[src/rtl/idli_pred_ctl_m.sv]
// idli predicate controller: guard sampling, serial
// 16-bit compare and predicate write-back sequencing.
module idli_pred_ctl_m (
  input  logic       i_pctl_gck,
  input  logic       i_pctl_rst,
  input  logic       i_pctl_start,
  input  logic [2:0] i_pctl_op,
  input  logic [1:0] i_pctl_p,
  input  logic [1:0] i_pctl_q,
  input  logic       i_pctl_a,
  input  logic       i_pctl_b,
  output logic [1:0] o_pctl_prf_p,
  input  logic       i_pctl_prf_p_data,
  output logic [1:0] o_pctl_prf_q,
  input  logic       i_pctl_prf_q_data,
  output logic       o_pctl_prf_q_wr_en,
  output logic       o_pctl_prf_q_data,
  output logic       o_pctl_exec,
  output logic       o_pctl_busy,
  output logic       o_pctl_done
);

  typedef logic [1:0] preg_t;

  typedef enum logic [1:0] {
    S_IDLE,
    S_RUN,
    S_WB
  } state_t;

  localparam logic [2:0] OP_NONE = 3'b000;
  localparam logic [2:0] OP_EQ   = 3'b001;
  localparam logic [2:0] OP_NE   = 3'b010;
  localparam logic [2:0] OP_LTU  = 3'b011;
  localparam logic [2:0] OP_LTS  = 3'b100;
  localparam logic [2:0] OP_GEU  = 3'b101;
  localparam logic [2:0] OP_GES  = 3'b110;
  localparam logic [2:0] OP_INV  = 3'b111;

  state_t     state_q;
  state_t     state_d;
  logic [3:0] cnt_q;
  logic [2:0] op_q;
  preg_t      p_q;
  preg_t      q_q;
  logic       eq_q;
  logic       ltu_q;
  logic       res_q;
  logic       exec_q;

  logic accept;
  logic is_cmp;
  logic in_run;
  logic in_wb;
  logic last_bit;
  logic bit_eq;
  logic eq_n;
  logic ltu_n;
  logic lts_n;
  logic cmp_res;
  logic wr_en;
  logic wr_data;
  logic exec_d;

  // Next state, serial compare datapath and WB outputs.
  always_comb begin
    state_d  = state_q;
    in_run   = (state_q == S_RUN);
    in_wb    = (state_q == S_WB);
    accept   = i_pctl_start & ~in_run;
    is_cmp   = (i_pctl_op != OP_NONE) &&
               (i_pctl_op != OP_INV);
    last_bit = (cnt_q == 4'd15);

    bit_eq = ~(i_pctl_a ^ i_pctl_b);
    eq_n   = eq_q & bit_eq;
    ltu_n  = (~i_pctl_a & i_pctl_b) |
             (bit_eq & ltu_q);
    lts_n  = (i_pctl_a & ~i_pctl_b) |
             (bit_eq & ltu_q);

    cmp_res = 1'b0;
    unique case (op_q)
      OP_EQ:   cmp_res = eq_n;
      OP_NE:   cmp_res = ~eq_n;
      OP_LTU:  cmp_res = ltu_n;
      OP_GEU:  cmp_res = ~ltu_n;
      OP_LTS:  cmp_res = lts_n;
      OP_GES:  cmp_res = ~lts_n;
      default: cmp_res = 1'b0;
    endcase

    wr_data = (op_q == OP_INV) ?
              ~i_pctl_prf_q_data : res_q;
    wr_en   = in_wb & exec_q &
              (op_q != OP_NONE);

    // Forward a same-cycle WB write to the
    // guard read of a back-to-back start.
    if (i_pctl_p == 2'd3)
      exec_d = 1'b1;
    else if (wr_en && (i_pctl_p == q_q))
      exec_d = wr_data;
    else
      exec_d = i_pctl_prf_p_data;

    unique case (1'b1)
      in_run: begin
        if (last_bit)
          state_d = S_WB;
      end
      default: begin
        if (accept)
          state_d = is_cmp ? S_RUN : S_WB;
        else
          state_d = S_IDLE;
      end
    endcase

    o_pctl_prf_p       = in_run ? p_q : i_pctl_p;
    o_pctl_prf_q       = q_q;
    o_pctl_prf_q_wr_en = wr_en;
    o_pctl_prf_q_data  = in_wb & wr_data;
    o_pctl_exec        = exec_q;
    o_pctl_busy        = in_run;
    o_pctl_done        = in_wb;
  end

  // State register, latched instruction fields
  // and accumulated compare state.
  always_ff @(posedge i_pctl_gck) begin
    if (i_pctl_rst) begin
      state_q <= S_IDLE;
      cnt_q   <= 4'd0;
      op_q    <= OP_NONE;
      p_q     <= 2'd0;
      q_q     <= 2'd0;
      eq_q    <= 1'b1;
      ltu_q   <= 1'b0;
      res_q   <= 1'b0;
      exec_q  <= 1'b0;
    end else begin
      state_q <= state_d;
      if (accept) begin
        op_q   <= i_pctl_op;
        p_q    <= i_pctl_p;
        q_q    <= i_pctl_q;
        eq_q   <= 1'b1;
        ltu_q  <= 1'b0;
        cnt_q  <= 4'd0;
        exec_q <= exec_d;
      end else if (in_run) begin
        cnt_q <= cnt_q + 4'd1;
        eq_q  <= eq_n;
        ltu_q <= ltu_n;
        if (last_bit)
          res_q <= cmp_res;
      end
    end
  end

endmodule

[config.mk]
export PLATFORM = sky130hd
export DESIGN_NAME = idli_pred_ctl_m
export DESIGN_NICKNAME = d
export VERILOG_FILES = /design/src/rtl/idli_pred_ctl_m.sv
export SDC_FILE = /design/constraint.sdc
export NUM_CORES = 1
export LEC_CHECK = 0
export BUFFER_PORTS_ARGS = -buffer_cell sky130_fd_sc_hd__buf_2
export CORE_UTILIZATION = 58
export CTS_BUF_LIST = sky130_fd_sc_hd__clkbuf_2
export CTS_CLUSTER_SIZE = 24
export DETAILED_ROUTE_END_ITERATION = 10
export PLACE_DENSITY = 0.87
export SLEW_MARGIN = 30
export SYNTH_ARGS = -nofsm -noshare
export SYNTH_HDL_FRONTEND = slang
export SYNTH_SLANG_ARGS = --single-unit
[constraint.sdc]
create_clock -name i_pctl_gck -period 3 [get_ports i_pctl_gck]
set_clock_uncertainty 0.1 [all_clocks]
set_input_delay 0.15 -clock i_pctl_gck [delete_from_list [all_inputs] [get_ports i_pctl_gck]]
set_output_delay 0.15 -clock i_pctl_gck [all_outputs]
set_load 0.1 [all_outputs]
# Word-level counts from Yosys, hierarchy flattened

Cells that the tools add are included.

Reduce and logical (&&, ||, !) cells: 6
$add $sub $neg: 1
Bitwise logic cells: 20
Mux-type cells: 9
Equality and inequality tests: 14

Operators with widths:

| operator            | number |
|---|---|
| $eq 3x3->1 const B  | 4 |
| $mux 2              | 5 |
| $not 1->1           | 9 |
| $and 1x1->1         | 8 |
| $eq 3x2->1 const B  | 2 |
| $pmux 1 s6          | 1 |
| $reduce_bool 3->1   | 2 |
| $add 4x1->4 const B | 1 |
| $eq 2x2->1 const B  | 2 |
| $eq 4x4->1 const B  | 1 |
| $eq 3x1->1 const B  | 1 |
| $mux 1              | 3 |
| $ne 3x3->1 const B  | 1 |
| $reduce_and 3->1    | 1 |
| $eq 2x1->1 const B  | 1 |
| $eq 2x2->1          | 1 |
| $logic_and 1x1->1   | 2 |
| $ne 2x1->1 const B  | 1 |
| $or 1x1->1          | 2 |
| $reduce_or 2->1     | 1 |
| $xor 1x1->1         | 1 |

Input port bits: 14
Output and inout bits: 9
Register bits after elaboration: 17

# Longest topological paths before layout

Gate-level depths: netlist of run 1.

Depth after elaboration: 6
Depth in mapped cells: 6
Depth with buffers taken out: 6

# Least setup slack after synthesis of run 1

Ideal clock, no wire load.

Kind: reg2out
Start point: reg state_q[1]
End point: out o_pctl_prf_q_data
Data required time: 2.750 ns
Stages on the path, launching flop included: 3
Data arrival time: 2.616 ns
Path buffers: 0
Slack: 0.134 ns
Cells stage by stage: dfxtp_1 -> nor2b_1 -> and2_1

Longest elaborated chain between the ends: 2

Ends and longest elaborated chain:

| what                   | RTL line | source |
|---|---|---|
| start, declared        | 40       | `state_t state_q;` |
| start signal, assigned | 143      | `state_q <= state_d;` |
| $eq 2x2->1             | 69       | `in_wb = (state_q == S_WB);` |
| net o_pctl_done        | 20       | `output logic o_pctl_done` |
| $and 1x1->1            | 123      | `o_pctl_prf_q_data = in_wb & wr_data;` |
| end, declared          | 17       | `output logic o_pctl_prf_q_data,` |

The timed path passes the listed nets, and every way through them passes these cells.

# Worst setup path in the final report of run 1

Start point: reg state_q[1]
End point: out o_pctl_prf_p[1]

Longest elaborated chain between the ends: 2

Ends and longest elaborated chain:

| what          | RTL line | source |
|---|---|---|
| $eq 2x1->1    | 68       | `in_run = (state_q == S_RUN);` |
| $mux 2        | 120      | `o_pctl_prf_p = in_run ? p_q : i_pctl_p;` |
| end, declared | 12       | `output logic [1:0] o_pctl_prf_p,` |

No other way between the ends.

==> results of run 1 <==
-- worst reg2reg max path: stages, from the launching register on --
cell	delay [ps]
dfxtp_1	360
nand2b_1	370
clkinv_1	360
nor2_1	290
o21ai_0	130
a21oi_1	130
-- cells by family (layout without fill, tap and decap cells) --
kind of cell,count (synthesis),count (layout)
AND/OR/NAND/NOR,59,59
XOR/XNOR,2,2
buffers and inverters,9,32
multiplexers,1,1
AO/OA/AOI/OAI,28,28
flip-flops,17,17
adder cells (fa/ha/maj),3,3
-- through the flow --
stage,hold WS [ps],total power [mW],util (%),instance area [sq um],instances
floorplan,186.0,0.3545,-,914.6,119
global placement,290.4,0.3800,74.03,1023,151
detailed placement,298.6,0.3837,74.03,1023,151
CTS,4.527,0.4870,76.92,1064,157
global route,17.04,0.5076,76.92,1064,157
finish,17.89,0.4836,76.92,1064,157
-- how the worst max path moves through the flow --
stage | endpoint | depth (start not counted)
floorplan | o_pctl_prf_q_data | 2
global placement | o_pctl_prf_p[1] | 5
detailed placement | o_pctl_prf_p[1] | 5
CTS | o_pctl_prf_p[1] | 5
global route | o_pctl_prf_p[0] | 5
finish | o_pctl_prf_p[1] | 5
-- state kept, by name, indices dropped and copies added (netlist names) --
name          count
cnt_q             4
o_pctl_exec       1
o_pctl_prf_q      2
res_q             1
ltu_q             1
state_q           2
eq_q              1
p_q               2
op_q              3
-- cell usage after synthesis --
library cell	number	area share, %
nor2b_1	1	0.68
and3_2	1	0.82
inv_1	3	1.2
o311ai_0	1	0.96
clkinv_1	1	0.41
nor3_2	1	1.1
buf_1	1	0.41
nor4_1	1	0.68
a311oi_1	2	1.9
a32o_1	1	1.1
nand3b_1	4	3.3
and3_1	1	0.68
a21boi_0	1	0.82
and2_0	1	0.68
nor3b_1	2	1.6
nor3_1	2	1.1
nand3_1	2	1.1
o21ai_0	4	2.2
ha_1	3	4.1
xor2_1	2	1.9
a21oi_1	15	8.2
clkbuf_1	3	1.2
nand2b_1	3	2.1
mux2i_1	1	1.1
nor4_4	1	2.3
nand2_1	26	11
or3_1	1	0.68
and2_1	2	1.4
o22ai_1	1	0.68
dfxtp_1	17	37
buf_2	1	0.55
nor2_1	10	4.1
a2111oi_2	1	1.6
a31oi_1	2	1.4
-- per-layer routing --
layer	up-vias	wire length, um	track usage [%]
li1	461	-	-
met5	-	0	0
met3	4	136	3.478
met4	0	29	12.26
met2	44	1015	43.75
met1	407	896	34.53
-- power groups by stage --
stage | Sequential (mW) | Combinational, mW | Clock, mW
finish | 0.249 | 0.134 | 0.101
detailed placement | 0.254 | 0.130 | 0
global route | 0.252 | 0.144 | 0.112
floorplan | 0.270 | 0.0845 | 0
global placement | 0.253 | 0.127 | 0
CTS | 0.249 | 0.133 | 0.105
-- final cells by class --
cell class / count / area (sq um)
clock buffers: 3 / 15.01
clock inverters: 1 / 5.005
fillers: 88 / 319.1
inverters: 4 / 15.01
multi-input cells: 93 / 539.3
flip-flops and latches: 17 / 340.3
well taps: 15 / 18.77
repair buffers: 24 / 130.1
-- timing repair --
action	4_1_cts	5_1_grt
hold buffers	2	0
setup buffers	0	0
gates resized for setup	0	0
hold endpoints to repair	2	0
endpoints found under the setup margin	0	0
==> results.json, run 1 <==
{
  "power.ir.vdd_worst_v": 0.0003503,
  "critPathMaxStageDelay_ps": 370,
  "first_iter_violations": 34,
  "cts_root_buf": "clkbuf_2",
  "critPathLaunchType": "flop",
  "fin_ws_ps": 857.8,
  "netlist_area_sq_um": 914.6,
  "crit_arrival_ps": 1890,
  "insertion_delay_ps": 300,
  "min_path_cells": 3,
  "synth_simple_gate_area_share_pct": 32.97,
  "area_growth_pct": 16.28,
  "cp-startpoint": "state_q[1]$_SDFFE_PP0P_",
  "n_antenna_cell": 0,
  "grt_antenna_before_repair": 0,
  "worstReg2RegStart": "state_q[1]$_SDFFE_PP0P_",
  "dr.pass1.iters": 4,
  "drcViolationCount": 0,
  "slew_headroom_pct": 67.16,
  "synth_top_family_by_area": "simple AND/OR/NAND/NOR gates",
  "p_int_mw": 0.3012,
  "dieArea_sq_mm": 0.001740,
  "synth_mux_area_share_pct": 1.094,
  "layout_common_cells": "nand2_1 (26), buf_2 (22), dfxtp_1 (17)",
  "ys_types": 34,
  "grt_pass1_wl_um": 3629,
  "setup_viol": 0,
  "dpl.hpwl_um": 1497,
  "maxCapViolCount": 0,
  "clock-sinks": 17,
  "drt_wl_total_um": 2078,
  "cts.reportedPaths.clkPinSlew_ps": 160,
  "grt_max_degree": 19,
  "rsz0062_at_grt": "false",
  "synth_seq_cells": 17,
  "switching_power_mw": 0.1824,
  "crit_required_ps": 2750,
  "ys_warn_count": 0,
  "hold_path_class": "primary input to flop",
  "fp.dieW_um": 41.71,
  "core_area_sq_mm": 0.001383,
  "crit_fanout": 12,
  "drive_gt1_share_pct": 21.13,
  "drt-vias-per-instance": 5.834,
  "crit_top_cell": "nand2_1",
  "post-route-min-period_ps": 2142,
  "first_global_vias": 843,
  "final_common_cell": "nand2_1",
  "synthAdderAreaFrac_pct": 4.104,
  "start_util_pct": 66.15,
  "syn_nets": 136,
  "p_leak_nw": 0.4596,
  "holdCritStartpoint": "i_pctl_op[1]",
  "io_pins": 23,
  "path_cells": "nand2b_1 -> clkinv_1 -> nand2_1 -> nand2_1 -> buf_2",
  "grt_use_total_pct": 26.62,
  "yosysSeqAreaShare_pct": 37.21,
  "cts.path.max_buffers": 2,
  "hold_viol": 0,
  "gr-total-overflow": 0,
  "vias": 916,
  "ctsHtreeMaxLevel": 1,
  "dp_slack_ps": 1233,
  "endpoint_kind": "output pin",
  "ant_nets": 0,
  "slew_violations": 0,
  "synth_compound_area_share_pct": 18.88,
  "port_buffers": 22,
  "crit_type": "flop to output pin",
  "avgSynthCellArea_sq_um": 7.686,
  "max_freq_mhz": 466.8,
  "crit_slowest_cell": "nand2b_1",
  "gp_congestion": 0.7919,
  "regToRegSetupSlack_ps": 1200,
  "reg2reg_depth": 5,
  "nNetsFinal": 160,
  "rr_endpoint": "cnt_q[3]$_SDFFE_PP0P_",
  "hold_end": "op_q[1]$_SDFFE_PP0P_",
  "status": "finished, final reports clean",
  "pwr-share-clk_pct": 20.8,
  "power.share.combinational_pct": 27.6,
  "core.rowCount": 13,
  "numCtsBuffers": 3,
  "synthXorXnorAreaFrac_pct": 1.915,
  "cts_tree": "done",
  "final.setup.tns_ps": 0,
  "tightest_slew_ps": 496.1,
  "power_frac_seq_pct": 51.5,
  "critPathTopFamily": "buffers and inverters",
  "path_buf_inv": 2,
  "fin_crit_sh_pct": 71.41,
  "swShare_pct": 37.71,
  "die_y_um": 41.71,
  "pwr_density_cell_mw_per_mm2": 454.7,
  "avgRoutedWirePerCell_um": 13.24,
  "netlist_instances": 119
}
Note: power is estimated with default switching activity, not from simulation.
==> run 2, diff against run 1 <==
--- a/config.mk
+++ b/config.mk
@@ -6,11 +6,11 @@
 export NUM_CORES = 1
 export LEC_CHECK = 0
 export BUFFER_PORTS_ARGS = -buffer_cell sky130_fd_sc_hd__buf_2
-export CORE_UTILIZATION = 58
+export CORE_UTILIZATION = 48
 export CTS_BUF_LIST = sky130_fd_sc_hd__clkbuf_2
 export CTS_CLUSTER_SIZE = 24
 export DETAILED_ROUTE_END_ITERATION = 10
-export PLACE_DENSITY = 0.87
+export PLACE_DENSITY = 0.77
 export SLEW_MARGIN = 30
 export SYNTH_ARGS = -nofsm -noshare
 export SYNTH_HDL_FRONTEND = slang
==> constraint.sdc (replaced) <==
create_clock -name i_pctl_gck -period 1.8 [get_ports i_pctl_gck]
set_clock_uncertainty 0.1 [all_clocks]
set_input_delay 0.09 -clock i_pctl_gck [delete_from_list [all_inputs] [get_ports i_pctl_gck]]
set_output_delay 0.09 -clock i_pctl_gck [all_outputs]
set_load 0.1 [all_outputs]
==> run 2 against run 1 <==
Net effect:
- non-clock buffer count up 6
- core utilization is 9.0 points lower
- clock power grew 70%
- combinational power is 89% higher
- flip-flop and latch count did not move
- critical path type unchanged
- largest cell class unchanged
- highest routed layer unchanged
==> results.json, run 2 (same netlist as run 1, synthesis figures left out) <==
{
  "final_area_sq_mm": 0.001199,
  "fin_crit_sh_pct": 95.92,
  "grt_pass1_wl_um": 3505,
  "grt_use_total_pct": 24.40,
  "numCtsBuffers": 3,
  "clock-sinks": 17,
  "cts_tree": "done",
  "gr-total-overflow": 0,
  "slew_violations": 0,
  "min_path_cells": 3,
  "dieArea_sq_mm": 0.002084,
  "first_global_vias": 807,
  "hold_end": "o_pctl_exec$_SDFFE_PP0P_",
  "power.share.combinational_pct": 30.0,
  "io_pins": 23,
  "first_iter_violations": 21,
  "hold_path_class": "primary input to flop",
  "cts.reportedPaths.clkPinSlew_ps": 160,
  "fillers": 175,
  "vias": 951,
  "tightest_slew_ps": 494.1,
  "power.ir.vdd_worst_v": 0.0005691,
  "reg_top3": "cnt_q: 4 flops, op_q: 3 flops",
  "port_buffers": 22,
  "reg2reg_depth": 4,
  "max_freq_mhz": 579.2,
  "cts.path.max_buffers": 2,
  "cts_root_buf": "clkbuf_2",
  "holdCritStartpoint": "i_pctl_prf_p_data",
  "fp.dieW_um": 45.65,
  "endpoint_kind": "output pin",
  "drive_gt1_share_pct": 27.03,
  "crit_slowest_cell": "dfxtp_1",
  "pwr_density_cell_mw_per_mm2": 702.4,
  "setup_viol": 0,
  "p_leak_nw": 0.5030,
  "maxCapViolCount": 0,
  "ant_nets": 0,
  "critPathLaunchType": "flop",
  "path_cells": "and3_2 -> a21oi_1 -> and2_2 -> buf_12",
  "rr_endpoint": "o_pctl_exec$_SDFFE_PP0P_",
  "drt-vias-per-instance": 5.497,
  "power_frac_seq_pct": 49.5,
  "grt_antenna_before_repair": 0,
  "hold_viol": 0,
  "avgRoutedWirePerCell_um": 13.09,
  "dr.pass1.iters": 4,
  "drt_wl_total_um": 2264,
  "critPathMaxStageDelay_ps": 530,
  "timing.hold.ws_ps": 30.40,
  "insertion_delay_ps": 290,
  "ctsHtreeMaxLevel": 1,
  "drcViolationCount": 0,
  "post-route-min-period_ps": 1727,
  "core.rowCount": 15,
  "crit_fanout": 9,
  "rsz0062_at_grt": "false",
  "crit_arrival_ps": 1540,
  "crit_type": "flop to output pin",
  "die_y_um": 45.65,
  "final.setup.tns_ps": 0,
  "dpl_cell_area_sq_mm": 0.001105,
  "status": "finished, final reports clean",
  "pwr-share-clk_pct": 20.5,
  "gp_congestion": 0.6831,
  "area_growth_pct": 31.05,
  "n_antenna_cell": 0,
  "core_area_sq_mm": 0.001764,
  "crit_required_ps": 1610,
  "regToRegSetupSlack_ps": 310,
  "nNetsFinal": 166,
  "switching_power_mw": 0.3065,
  "swShare_pct": 36.40,
  "regMostFlops": "cnt_q",
  "start_util_pct": 51.84,
  "largest_reg_flops": 4,
  "final_common_cell": "nand2_1",
  "grt_max_degree": 19,
  "path_buf_inv": 1,
  "fin_util_pct": 67.94,
  "instances_no_fill": 173,
  "dp_cells": 162,
  "critPathTopFamily": "flip-flops",
  "layout_common_cells": "nand2_1 (26), buf_2 (19), a21oi_1 (15)",
  "dpl.hpwl_um": 1559,
  "slew_headroom_pct": 67.29,
  "p_int_mw": 0.5355,
  "worstReg2RegStart": "op_q[0]$_SDFFE_PP0P_"
}
run 2: changes by cell type in the layout (fill, tap and decap cells not counted), moves of 3 or more:
cell,delta
dlygate4sd3_1,+5
dfxtp_1,-4
dfxtp_2,+4
buf_12,+3
buf_2,-3
run 2: worst max path at each step:
stage	slack, ps	depth (start not counted)	start	end
floorplan	-190	2	state_q[1]$_SDFFE_PP0P_	o_pctl_prf_q_data
global placement	300	7	i_pctl_a	res_q$_SDFFE_PP0P_
detailed placement	270	7	i_pctl_a	res_q$_SDFFE_PP0P_
CTS	50	4	op_q[1]$_SDFFE_PP0P_	o_pctl_prf_q_data
global route	1	4	op_q[0]$_SDFFE_PP0P_	o_pctl_prf_q_data
finish	70	4	op_q[0]$_SDFFE_PP0P_	o_pctl_prf_q_data
run 2: layer usage:
layer | vias to the layer above | routed length, um | GRT usage (%) | share of wire, %
li1 | 471 | - | - | -
met2 | 37 | 1182 | 42.00 | 52
met4 | 0 | 45 | 10.30 | 2.0
met5 | - | 0 | 0 | 0
met1 | 439 | 889 | 27.49 | 39
met3 | 4 | 147 | 7.540 | 6.5
run 2: layout make-up:
class	instances	area (sq um)	area share, %
Multi-Input combinational cell	93	553.0	46.14
Sequential cell	17	345.3	28.81
Tap cell	25	31.28	2.610
Inverter	4	16.27	1.357
Clock buffer	4	20.02	1.670
Timing Repair Buffer	30	232.7	19.42
run 2: what timing repair did:
| action | 4_1_cts | 5_1_grt |
|---|---|---|
| hold buffers | 7 | 0 |
| buffers inserted | 0 | 0 |
| endpoints found under the hold margin | 8 | 0 |
| endpoints found under the setup margin | 0 | 4 |
| resized for setup | 0 | 2 |
run 2: stage by stage:
stage | total power, mW | setup slack [ps]
2_1_floorplan | 0.5949 | -193.9
3_3_place_gp | 0.6563 | 303.3
3_5_place_dp | 0.6622 | 267.7
4_1_cts | 0.8434 | 52.15
5_1_grt | 0.8841 | 1.141
6_report | 0.8420 | 73.45
run 2: power by group through the flow:
stage	logic (mW)	clock network, mW	registers (mW)
2_1_floorplan	0.143	0	0.452
3_3_place_gp	0.234	0	0.422
3_5_place_dp	0.238	0	0.424
4_1_cts	0.250	0.178	0.415
5_1_grt	0.272	0.193	0.420
6_report	0.253	0.172	0.417
run 2: tightest hold or removal path, cell delays in order:
cell and delay, ps:
buf_2 100, mux2i_1 120, a311oi_1 90
